===== config.mk =====
export PLATFORM = sky130hd
export DESIGN_NAME = a_event_issuer
export DESIGN_NICKNAME = d
export VERILOG_FILES = /design/src/rtl/a_event_issuer_pkg.sv /design/src/rtl/sat_up_down_counter.sv /design/src/rtl/a_event_issuer.sv
export SDC_FILE = /design/constraint.sdc
export NUM_CORES = 1
export LEC_CHECK = 0
export CAP_MARGIN = 20
export CORE_MARGIN = 2
export CORE_UTILIZATION = 45
export CTS_CLUSTER_DIAMETER = 30
export DETAILED_ROUTE_END_ITERATION = 8
export MAX_ROUTING_LAYER = met4
export PLACE_DENSITY = 0.81
export SYNTH_ARGS = -nofsm -noshare
export SYNTH_HDL_FRONTEND = slang
export SYNTH_SLANG_ARGS = --single-unit

===== constraint.sdc =====
create_clock -name clk_a -period 2.38 [get_ports clk_a]
set_clock_uncertainty 0.05 [all_clocks]
set_input_delay 0.357 -clock clk_a [delete_from_list [all_inputs] [get_ports clk_a]]
set_output_delay 0.357 -clock clk_a [all_outputs]
set_load 0.02 [all_outputs]

===== src/rtl/a_event_issuer_pkg.sv =====
// Shared types and constants for the domain-A event issuer.
// Optional statistics outputs are enabled with A_EVENT_ISSUER_STATS_EN.
package a_event_issuer_pkg;

  typedef enum logic [1:0] {
    IDLE     = 2'd0,
    SEND     = 2'd1,
    HOLD     = 2'd2,
    WAIT_ACK = 2'd3
  } issuer_state_t;

  localparam int STATS_W = 16;

  localparam int CNT_W_MIN   = 2;
  localparam int CNT_W_MAX   = 16;
  localparam int HOLDOFF_MIN = 1;
  localparam int HOLDOFF_MAX = 15;

  // Wide enough for HOLDOFF_MAX-1.
  localparam int HOLD_W = 4;

  function automatic bit in_range(input int value, input int lo, input int hi);
    return (value >= lo) && (value <= hi);
  endfunction

endpackage


===== src/rtl/sat_up_down_counter.sv =====
// Saturating up/down counter: simultaneous inc and dec cancel, inc holds at
// all-ones, dec holds at zero. Clear is synchronous and has priority.
module sat_up_down_counter #(
  parameter int WIDTH = 4
) (
  input  logic             clk,
  input  logic             i_clr,
  input  logic             i_inc,
  input  logic             i_dec,
  output logic [WIDTH-1:0] o_value,
  output logic             o_saturated
);

  localparam logic [WIDTH-1:0] MAX_VAL = '1;

  logic [WIDTH-1:0] r_value;

  always_ff @(posedge clk) begin
    if (i_clr) begin
      r_value <= '0;
    end else if (i_inc && !i_dec) begin
      if (r_value != MAX_VAL) begin
        r_value <= r_value + 1'b1;
      end
    end else if (i_dec && !i_inc) begin
      if (r_value != '0) begin
        r_value <= r_value - 1'b1;
      end
    end
  end

  assign o_value     = r_value;
  assign o_saturated = (r_value == MAX_VAL);

endmodule


===== src/rtl/a_event_issuer.sv =====
// Domain-A event issuer: counts event pulses as credits and issues them one at
// a time on the vld/rdy handshake. Stats outputs need A_EVENT_ISSUER_STATS_EN.
module a_event_issuer
  import a_event_issuer_pkg::*;
#(
  parameter int CNT_W   = 4,
  parameter int HOLDOFF = 2
) (
  input  logic             clk_a,
  input  logic             reset_in,
  input  logic             vld_in,
  output logic             vld_out,
  input  logic             rdy_in,
  output logic [CNT_W-1:0] pending_count,
  output logic             overflow_out,
  output logic             busy_out
`ifdef A_EVENT_ISSUER_STATS_EN
  ,
  output logic [STATS_W-1:0] issued_cnt_out,
  output logic [STATS_W-1:0] dropped_cnt_out
`endif
);

  generate
    if (!in_range(CNT_W, CNT_W_MIN, CNT_W_MAX)) begin : g_bad_cnt_w
      $error("a_event_issuer: CNT_W out of range");
    end
    if (!in_range(HOLDOFF, HOLDOFF_MIN, HOLDOFF_MAX)) begin : g_bad_holdoff
      $error("a_event_issuer: HOLDOFF out of range");
    end
  endgenerate

  localparam logic [HOLD_W-1:0] HOLD_LOAD = HOLD_W'(HOLDOFF - 1);

  issuer_state_t     r_state;
  issuer_state_t     w_state_next;
  logic [HOLD_W-1:0] r_hold_cnt;
  logic [HOLD_W-1:0] w_hold_cnt_next;
  logic              r_vld_out;
  logic              r_overflow;

  logic              w_inc;
  logic              w_handshake;
  logic              w_drop;
  logic              w_cnt_sat;
  logic [CNT_W-1:0]  w_count;

  // Events seen while reset is asserted are discarded.
  assign w_inc       = vld_in & ~reset_in;
  assign w_handshake = (r_state == SEND) & rdy_in;
  // A drop only happens when nothing leaves in the same cycle.
  assign w_drop      = w_inc & ~w_handshake & w_cnt_sat;

  sat_up_down_counter #(
    .WIDTH (CNT_W)
  ) u_pending_cnt (
    .clk         (clk_a),
    .i_clr       (reset_in),
    .i_inc       (w_inc),
    .i_dec       (w_handshake),
    .o_value     (w_count),
    .o_saturated (w_cnt_sat)
  );

  always_comb begin
    w_state_next    = r_state;
    w_hold_cnt_next = r_hold_cnt;
    case (r_state)
      IDLE: begin
        if (w_count != '0) begin
          w_state_next = SEND;
        end
      end
      SEND: begin
        if (rdy_in) begin
          w_state_next    = HOLD;
          w_hold_cnt_next = HOLD_LOAD;
        end
      end
      HOLD: begin
        // rdy_in may still show the previous idle level; wait it out.
        if (r_hold_cnt == '0) begin
          w_state_next = WAIT_ACK;
        end else begin
          w_hold_cnt_next = r_hold_cnt - 1'b1;
        end
      end
      WAIT_ACK: begin
        if (rdy_in) begin
          w_state_next = (w_count != '0) ? SEND : IDLE;
        end
      end
      default: begin
        w_state_next    = IDLE;
        w_hold_cnt_next = '0;
      end
    endcase
  end

  always_ff @(posedge clk_a) begin
    if (reset_in) begin
      r_state    <= IDLE;
      r_hold_cnt <= '0;
      r_vld_out  <= 1'b0;
      r_overflow <= 1'b0;
    end else begin
      r_state    <= w_state_next;
      r_hold_cnt <= w_hold_cnt_next;
      r_vld_out  <= (w_state_next == SEND);
      if (w_drop) begin
        r_overflow <= 1'b1;
      end
    end
  end

  assign vld_out       = r_vld_out;
  assign pending_count = w_count;
  assign overflow_out  = r_overflow;
  assign busy_out      = (r_state != IDLE);

`ifdef A_EVENT_ISSUER_STATS_EN
  logic w_issued_sat;
  logic w_dropped_sat;
  logic w_stats_unused;

  sat_up_down_counter #(
    .WIDTH (STATS_W)
  ) u_issued_cnt (
    .clk         (clk_a),
    .i_clr       (reset_in),
    .i_inc       (w_handshake),
    .i_dec       (1'b0),
    .o_value     (issued_cnt_out),
    .o_saturated (w_issued_sat)
  );

  sat_up_down_counter #(
    .WIDTH (STATS_W)
  ) u_dropped_cnt (
    .clk         (clk_a),
    .i_clr       (reset_in),
    .i_inc       (w_drop),
    .i_dec       (1'b0),
    .o_value     (dropped_cnt_out),
    .o_saturated (w_dropped_sat)
  );

  // Saturation of the statistics counters is not reported anywhere.
  assign w_stats_unused = w_issued_sat | w_dropped_sat;
`endif

endmodule

# Yosys cells after proc, flatten, opt, wreduce, memory -nomap -nowiden
# Index checks and enable logic that the tools add are counted.
classes:
  add_sub_neg: 3
  n_eq_ne: 9
  muxes: 13
  bitwise_logic: 6
  n_reduce_logical: 13
op_table:
  columns: ["cell", "count"]
  rows:
  - ["4-bit 2-to-1 mux", 6]
  - ["2-bit 2-to-1 mux", 4]
  - ["2-bit one-hot mux with 4 select lines", 1]
  - ["4-bit one-hot mux with 2 select lines", 1]
  - ["2-bit nonzero test", 4]
  - ["4-bit by 1-bit subtractor with 4-bit output (second input constant)", 2]
  - ["2-bit != test (second input constant)", 3]
  - ["3-bit AND reduction", 2]
  - ["4-bit by 1-bit adder with 4-bit output (second input constant)", 1]
  - ["1-bit bitwise AND", 4]
  - ["2-bit by 1-bit == test with 1-bit output (second input constant)", 2]
  - ["2-bit == test (second input constant)", 2]
  - ["4-bit == test (second input constant)", 1]
  - ["4-bit zero test", 1]
  - ["4-bit != test (second input constant)", 1]
  - ["4-bit nonzero test", 1]
  - ["1-bit logical AND", 2]
  - ["1-bit zero test", 2]
  - ["2-bit zero test", 1]
  - ["1-bit inverter", 2]
  - ["1-bit 2-to-1 mux", 1]
word_totals:
  regBits: 12
  inputBits: 4

# Logic depth before layout (Yosys ltp)
# Gate-level depths: netlist of the first run.
logic_depth:
  word_depth: 6
  mapped_depth: 9
  ltp_nobuf: 8

# Hierarchy
# Synthesis of the first run repeated with hierarchy kept, for this count alone.
hier_totals:
  cells_unflattened: 74
  hier_area_um2: 680.7
modules_own_cells:
  columns: ["module", "n_inst", "cells_each", "area_per_inst_um2", "seq_area_each_um2"]
  rows:
  - ["a_event_issuer", 1, 48, 395.4, 160.2]
  - ["sat_up_down_counter", 1, 26, 285.3, 80.1]

# Least setup slack after synthesis of the first run
# Ideal clock, no wire load.
synth_timing:
  path_type: "input-to-reg"
  start: "input port rdy_in"
  end: "register u_pending_cnt.r_value[3], in the netlist u_pending_cnt.o_value[3]"
  arrival_time_ns: 2.081
  path_slack_ns: 0.128
  cell_stages: 9
  path_cell_list: "and3b_1 -> buf_2 -> nor2_1 -> inv_1 -> ha_1 -> nand3_1 -> a211o_2 -> a22oi_2 -> mux2_4"
synth_between:
  elab_chain_cells: 5
synth_rtl:
  columns: ["element", "line", "rtl"]
  rows:
  - ["start: declaration", "a_event_issuer.sv:13", "input logic rdy_in,"]
  - ["1-bit bitwise AND *", "a_event_issuer.sv:50", "assign w_handshake = (r_state == SEND) & rdy_in;"]
  - ["1-bit zero test", "sat_up_down_counter.sv:21", "end else if (i_inc && !i_dec) begin"]
  - ["1-bit logical AND", "sat_up_down_counter.sv:21", null]
  - ["2-bit != test (no line) / 2-bit nonzero test (equally long branches)", null, null]
  - ["3-bit AND reduction (no line)", null, null]
  - ["end signal: assignment", "sat_up_down_counter.sv:23", "r_value <= r_value + 1'b1;"]
  - ["end signal: assignment", "sat_up_down_counter.sv:27", "r_value <= r_value - 1'b1;"]
  - ["end: declaration", "sat_up_down_counter.sv:16", "logic [WIDTH-1:0] r_value;"]
# Every way passes the cells marked *; elsewhere a longest branch is shown, timed or not.
# A chain may end at the register's enable or synchronous reset.

# Final worst setup path of the first run
# Same ends and word-level chain as after synthesis.

==> results of run 1 <==
==> worst min path at each step <==
| stage | slack [ns] | to | from |
|---|---|---|---|
| after CTS | 0.43 | overflow_out | overflow_out |
| after detailed placement | 0.41 | overflow_out | overflow_out |
| after global routing | 0.48 | overflow_out | overflow_out |
| after floorplan | 0.38 | r_state[0] | reset_in |
| after global placement | 0.41 | overflow_out | overflow_out |
| final | 0.43 | overflow_out | overflow_out |
==> layer usage <==
metal  wire length [µm]  GRT usage (%)  vias up
li1                   -              -      319
met1                688           20.6      296
met2                791           31.6       11
met3                 34           3.75        2
met4                 10           10.9        0
met5                  0              -        -
==> state kept, by name, summed over array words and instances, names as in the netlist <==
name                   cells
r_hold_cnt                 4
u_pending_cnt.o_value      4
r_state                    2
overflow_out               1
vld_out                    1
==> placed cells by master (no fill, tap or decap), types with 3 or more instances in the layout <==
cell type	netlist	layout
nor2_1	7	6
clkdlybuf4s50_1	0	10
inv_1	5	5
xor2_1	3	3
nor3_1	8	8
a21oi_1	7	7
buf_4	0	6
clkbuf_4	0	3
ha_1	3	3
nand3_1	4	4
dfxtp_1	12	12
==> cell families after synthesis <==
group | after synthesis | synth area share [%]
compound gates | 17 | 16.5
fa+ha+maj | 4 | 8.19
mux | 1 | 2.13
xor+xnor | 3 | 3.74
simple gates | 34 | 30.6
buf+inv | 7 | 4.63
flops | 12 | 34.2
==> per-stage QoR <==
step / instances / total power (µW) / area (µm²) / TNS, ns / setup WS, ns
2_1_floorplan: 78 / 453 / 703 / 0 / 0.128
3_3_place_gp: 108 / 547 / 855 / -0.152 / -0.152
3_5_place_dp: 108 / 557 / 855 / -0.221 / -0.221
4_1_cts: 112 / 725 / 891 / 0 / 0.0677
5_1_grt: 112 / 766 / 893 / 0 / 0.0246
6_report: 112 / 724 / 893 / 0 / 0.0810
==> timing repair <==
action                                  in CTS  in global routing
endpoints found under the setup margin       0                  1
hold buffers                                 0                  0
buffers inserted                             0                  0
gates resized for setup                      0                  1
==> worst min-delay path, stage by stage (launching register included) <==
cell and delay, ns:
dfxtp_1 0.34, a21oi_1 0.04, nor2_1 0.07
==> area by class of cell <==
class	count	area [µm²]	share of cell area [%]
timing repair buffer	16	145	16.2
inverter	5	18.8	2.10
tap	16	20.0	2.24
clock buffer	4	36.3	4.06
sequential	12	240	26.9
multi-input combinational	59	433	48.5
==> power breakdown <==
| part | internal, µW | total [µW] | switching [µW] |
|---|---|---|---|
| Sequential | 231 | 271 | 39.3 |
| Combinational | 146 | 284 | 138 |
| Clock | 93.1 | 169 | 76.3 |
==> reports/metrics.yaml, run 1 <==
outcome:
  status: "complete, no violations"
yosys:
  syn_inst: 78
  yosys_warnings: 0
  ys.flop_type: "dfxtp_1"
  yosys-top-cells-area: "dfxtp_1 (34%), nor3_1 (5.7%), ha_1 (5.3%)"
  synth-edff-count: 0
  syn_nets: 86
  ys_ff_latch: 12
  synth_cell_types: 33
  syn_avg_cell_area_um2: 9.02
  async_flop_share_pct: 0
  synth_top_area_share_pct: 34.2
  netlist_area_um2: 703
  yosysSeqAreaShare_pct: 34.2
  yosys-top-cells-count: "dfxtp_1 (12), nor3_1 (8), a21oi_1 (7), nor2_1 (7), inv_1 (5)"
  yosysTopAreaCell: "dfxtp_1"
  yosysMostFrequentCell: "dfxtp_1"
drt:
  detail-route-antenna-nets: 0
  drt-pass1-iter-count: 4
  drt-initial-drc-count: 7
  vias: 628
  wl_per_cell_um: 13.6
  drc: 0
  routed_wl_mm: 1.53
  post_drt_via_cell_ratio: 5.61
critical_path:
  endpoint: "u_pending_cnt.o_value[3]"
  cp.arrival_ns: 2.43
  reg2reg_depth: 8
  criticalPathCategory: "input pin to register"
  slowest_delay_ns: 0.44
  cp_top_family: "compound AO/OA/AOI/OAI gates"
  crit_required_ns: 2.51
  crit_cells: 9
  crit_chain: "clkdlybuf4s50_1 -> and3b_1 -> nor2_2 -> inv_1 -> ha_1 -> a21oi_1 -> a211o_2 -> a22oi_2 -> mux2_4"
  r2r_start: "r_state[1]"
  slowest_stage: "clkdlybuf4s50_1"
  critPathCaptureType: "register"
  crit_path_start_kind: "input pin"
  timing.rr.end: "u_pending_cnt.o_value[3]"
  rrSetupSlack_ns: 0.21
  worstPathBufferInverterCount: 2
  startpoint: "rdy_in"
  cp_max_fo: 3
pwr:
  leakage_uw: 0.000351
  irDropWorstVdd_v: 0.000553
  power-per-cell-area_nw_per_um2: 811
clock_network:
  clk_pin_slew_worst_paths_ns: 0.08
  cts_sinks: 12
  worstSkewPairLatency_ns: 0.28
  numCtsBuffers: 3
  cts_tree: "done"
  htree_num_levels: 1
  clock_path_buffers: 2
  cts_root_buf: "clkbuf_4"
global_route:
  grt_pass1_wl_mm: 2.55
  grt_max_degree: 13
  grt_overflow: 0
  grt_pass1_vias: 608
  groute.usage.overall_pct: 18.9
  antenna_found_initial: 0
floorplanning:
  rows: 14
  fp.dieArea_um2: 1890
  fp.dieH_um: 43.5
  core_area_um2: 1490
  io_pins: 11
  fp.dieW_um: 43.5
  start_util_pct: 47.2
sta:
  holdWs_ns: 0.430
  period_share_pct: 96.6
  fmax_mhz: 435
  rsz0062_at_grt: "no"
  maxSlewHeadroom_pct: 79.9
  layout_min_cycle_time_ns: 2.30
  hold_violations: 0
  setup_viol: 0
  worstMarginPinSlew_ns: 0.301
  maxSlewViolCount: 0
final_layout:
  fin_nets: 105
  syn2layout_area_growth_pct: 27.0
  fill_cells: 125
  final_util_pct: 60.0
  num_antenna_cells: 0
  final_layout_size_suffix_gt1_share_pct: 21.9
place:
  numPortBuffers: 10
  place_congestion: 0.842
  hpwl_mm: 1.09
hold_path:
  hold_path.class: "register to register"
  hold_depth: 2
flow_run:
  drv_cap: 0
(Power assumes the default switching activity.)
==> run 2, diff against run 1 <==
CAP_MARGIN = 5   (was 20)
==> results of run 2 <==
The final DEF is identical to that of run 1; final timing and power are the same.
==> run 3, diff against run 2 <==
CORE_UTILIZATION = 54   (was 45)
PLACE_DENSITY = 0.9   (was 0.81)
clock period = 2.8 ns   (was 2.38 ns; I/O delays follow)
==> run 3 against run 2 <==
  * Global-route usage increased by 5.5 points
  * Final area decreased by 2.9%
  * Combinational power decreased by 17%
  * Sequential share of layout area increased by 0.81 points
  * Utilization increased by 9.2 points
  * Non-clock buffer count decreased by 3
  * Register-to-register slack improved by 0.31 ns
  * Via count increased by 2.2%
  * Critical path depth unchanged
  * Wire length decreased by 2.4%
  * Setup slack improved by 0.20 ns
  * Final cell count decreased by 3.6%
==> reports/metrics.yaml, run 3 (synthesis results as in run 1) <==
outcome:
  status: "complete, no violations"
global_route:
  grt_max_degree: 13
  grt_pass1_vias: 611
  grt_overflow: 0
  antenna_found_initial: 0
  groute.usage.overall_pct: 24.4
  grt_pass1_wl_mm: 2.46
sta:
  maxSlewViolCount: 0
  holdWs_ns: 0.435
  maxSlewHeadroom_pct: 80.8
  setup_viol: 0
  setup_ws_ns: 0.281
  layout_min_cycle_time_ns: 2.52
  tns_ns: 0
  worstMarginPinSlew_ns: 0.287
  rsz0062_at_grt: "no"
  fmax_mhz: 397
  hold_violations: 0
  period_share_pct: 90.0
final_layout:
  syn2layout_area_growth_pct: 23.3
  fill_cells: 94
  fin_nets: 102
  seqCellArea_um2: 240
  final_layout_size_suffix_gt1_share_pct: 18.3
  final_cell_mix: "dfxtp_1 (12), clkdlybuf4s50_1 (10), nor3_1 (8)"
  multi_input_area_um2: 430
  num_antenna_cells: 0
  final_cell_area_um2: 867
  layout_commonest_cell: "dfxtp_1"
drt:
  wl_per_cell_um: 13.8
  detail-route-antenna-nets: 0
  drt-pass1-iter-count: 4
  drt-initial-drc-count: 18
  post_drt_via_cell_ratio: 5.94
  drc: 0
  routed_wl_mm: 1.49
  vias: 642
pwr:
  clkPwrFrac_pct: 23.5
  power.internal_uw: 393
  power-per-cell-area_nw_per_um2: 702
  p_sw_share_pct: 35.4
  leakage_uw: 0.000337
  irDropWorstVdd_v: 0.000442
  p_switching_uw: 216
  p_seq_share_pct: 37.8
  combPwrFrac_pct: 38.8
floorplanning:
  rows: 13
  fp.dieH_um: 40.1
  io_pins: 11
  fp.dieArea_um2: 1610
  start_util_pct: 56.1
  fp.dieW_um: 40.1
  core_area_um2: 1250
critical_path:
  criticalPathCategory: "input pin to register"
  cp.arrival_ns: 2.64
  crit_path_start_kind: "input pin"
  critPathCaptureType: "register"
  crit_required_ns: 2.93
  rrSetupSlack_ns: 0.52
  reg2reg_depth: 8
  cp_max_fo: 3
clock_network:
  clk_pin_slew_worst_paths_ns: 0.08
  cts_tree: "done"
  worstSkewPairLatency_ns: 0.28
  cts_resized: 0
  clock_path_buffers: 2
  numCtsBuffers: 3
  postCtsSetupBuffers: 0
  htree_num_levels: 1
  cts_root_buf: "clkbuf_4"
  hold_buffers: 0
  cts_sinks: 12
hold_path:
  hold_path.class: "register to register"
  hold_depth: 2
flow_run:
  drv_cap: 0
place:
  pre_cts_ws_ns: 0.0507
  hpwl_mm: 1.07
  numPortBuffers: 10
  dpl-instance-area_um2: 831
  place_congestion: 0.857
## run 3: final timing paths
kind | end | start
hold reg to reg | overflow_out | overflow_out
hold / removal | overflow_out | overflow_out
setup / recovery | u_pending_cnt.o_value[3] | rdy_in
setup reg to reg | u_pending_cnt.o_value[3] | r_state[1]
## run 3: final cells by class
| class | instances | share of cell area [%] |
|---|---|---|
| clock buffer | 4 | 4.18 |
| tap | 15 | 2.16 |
| multi-input combinational | 59 | 49.6 |
| sequential | 12 | 27.7 |
| inverter | 5 | 2.16 |
| timing repair buffer | 13 | 14.1 |
## run 3: worst max-delay path: stages
cell and delay [ns]:
clkdlybuf4s50_1 0.46, and3b_1 0.23, nor2_1 0.16, inv_1 0.11, ha_1 0.35, a21oi_1 0.11
a211o_2 0.34, a22oi_2 0.15, mux2_4 0.31
## run 3: metal layers
metal | track usage [%] | vias to the layer above | wire (µm)
met4 | 18.1 | 0 | 48
li1 | - | 310 | -
met1 | 27.7 | 301 | 649
met2 | 36.7 | 24 | 730
met5 | - | - | 0
met3 | 6.11 | 7 | 61
## run 3: power by group through the flow
stage	clock [µW]	combinational [µW]	sequential, µW
2_1_floorplan	0	142	243
4_1_cts	143	236	230
5_1_grt	149	259	234
3_5_place_dp	0	233	232
6_report	143	236	230
3_3_place_gp	0	224	232
## run 3: per-stage QoR
step / total power [µW] / util, % / cells
floorplan: 385 / - / 78
global placement: 455 / 66.3 / 104
detailed placement: 466 / 66.3 / 104
CTS: 608 / 69.2 / 108
global route: 642 / 69.2 / 108
finish: 609 / 69.2 / 108
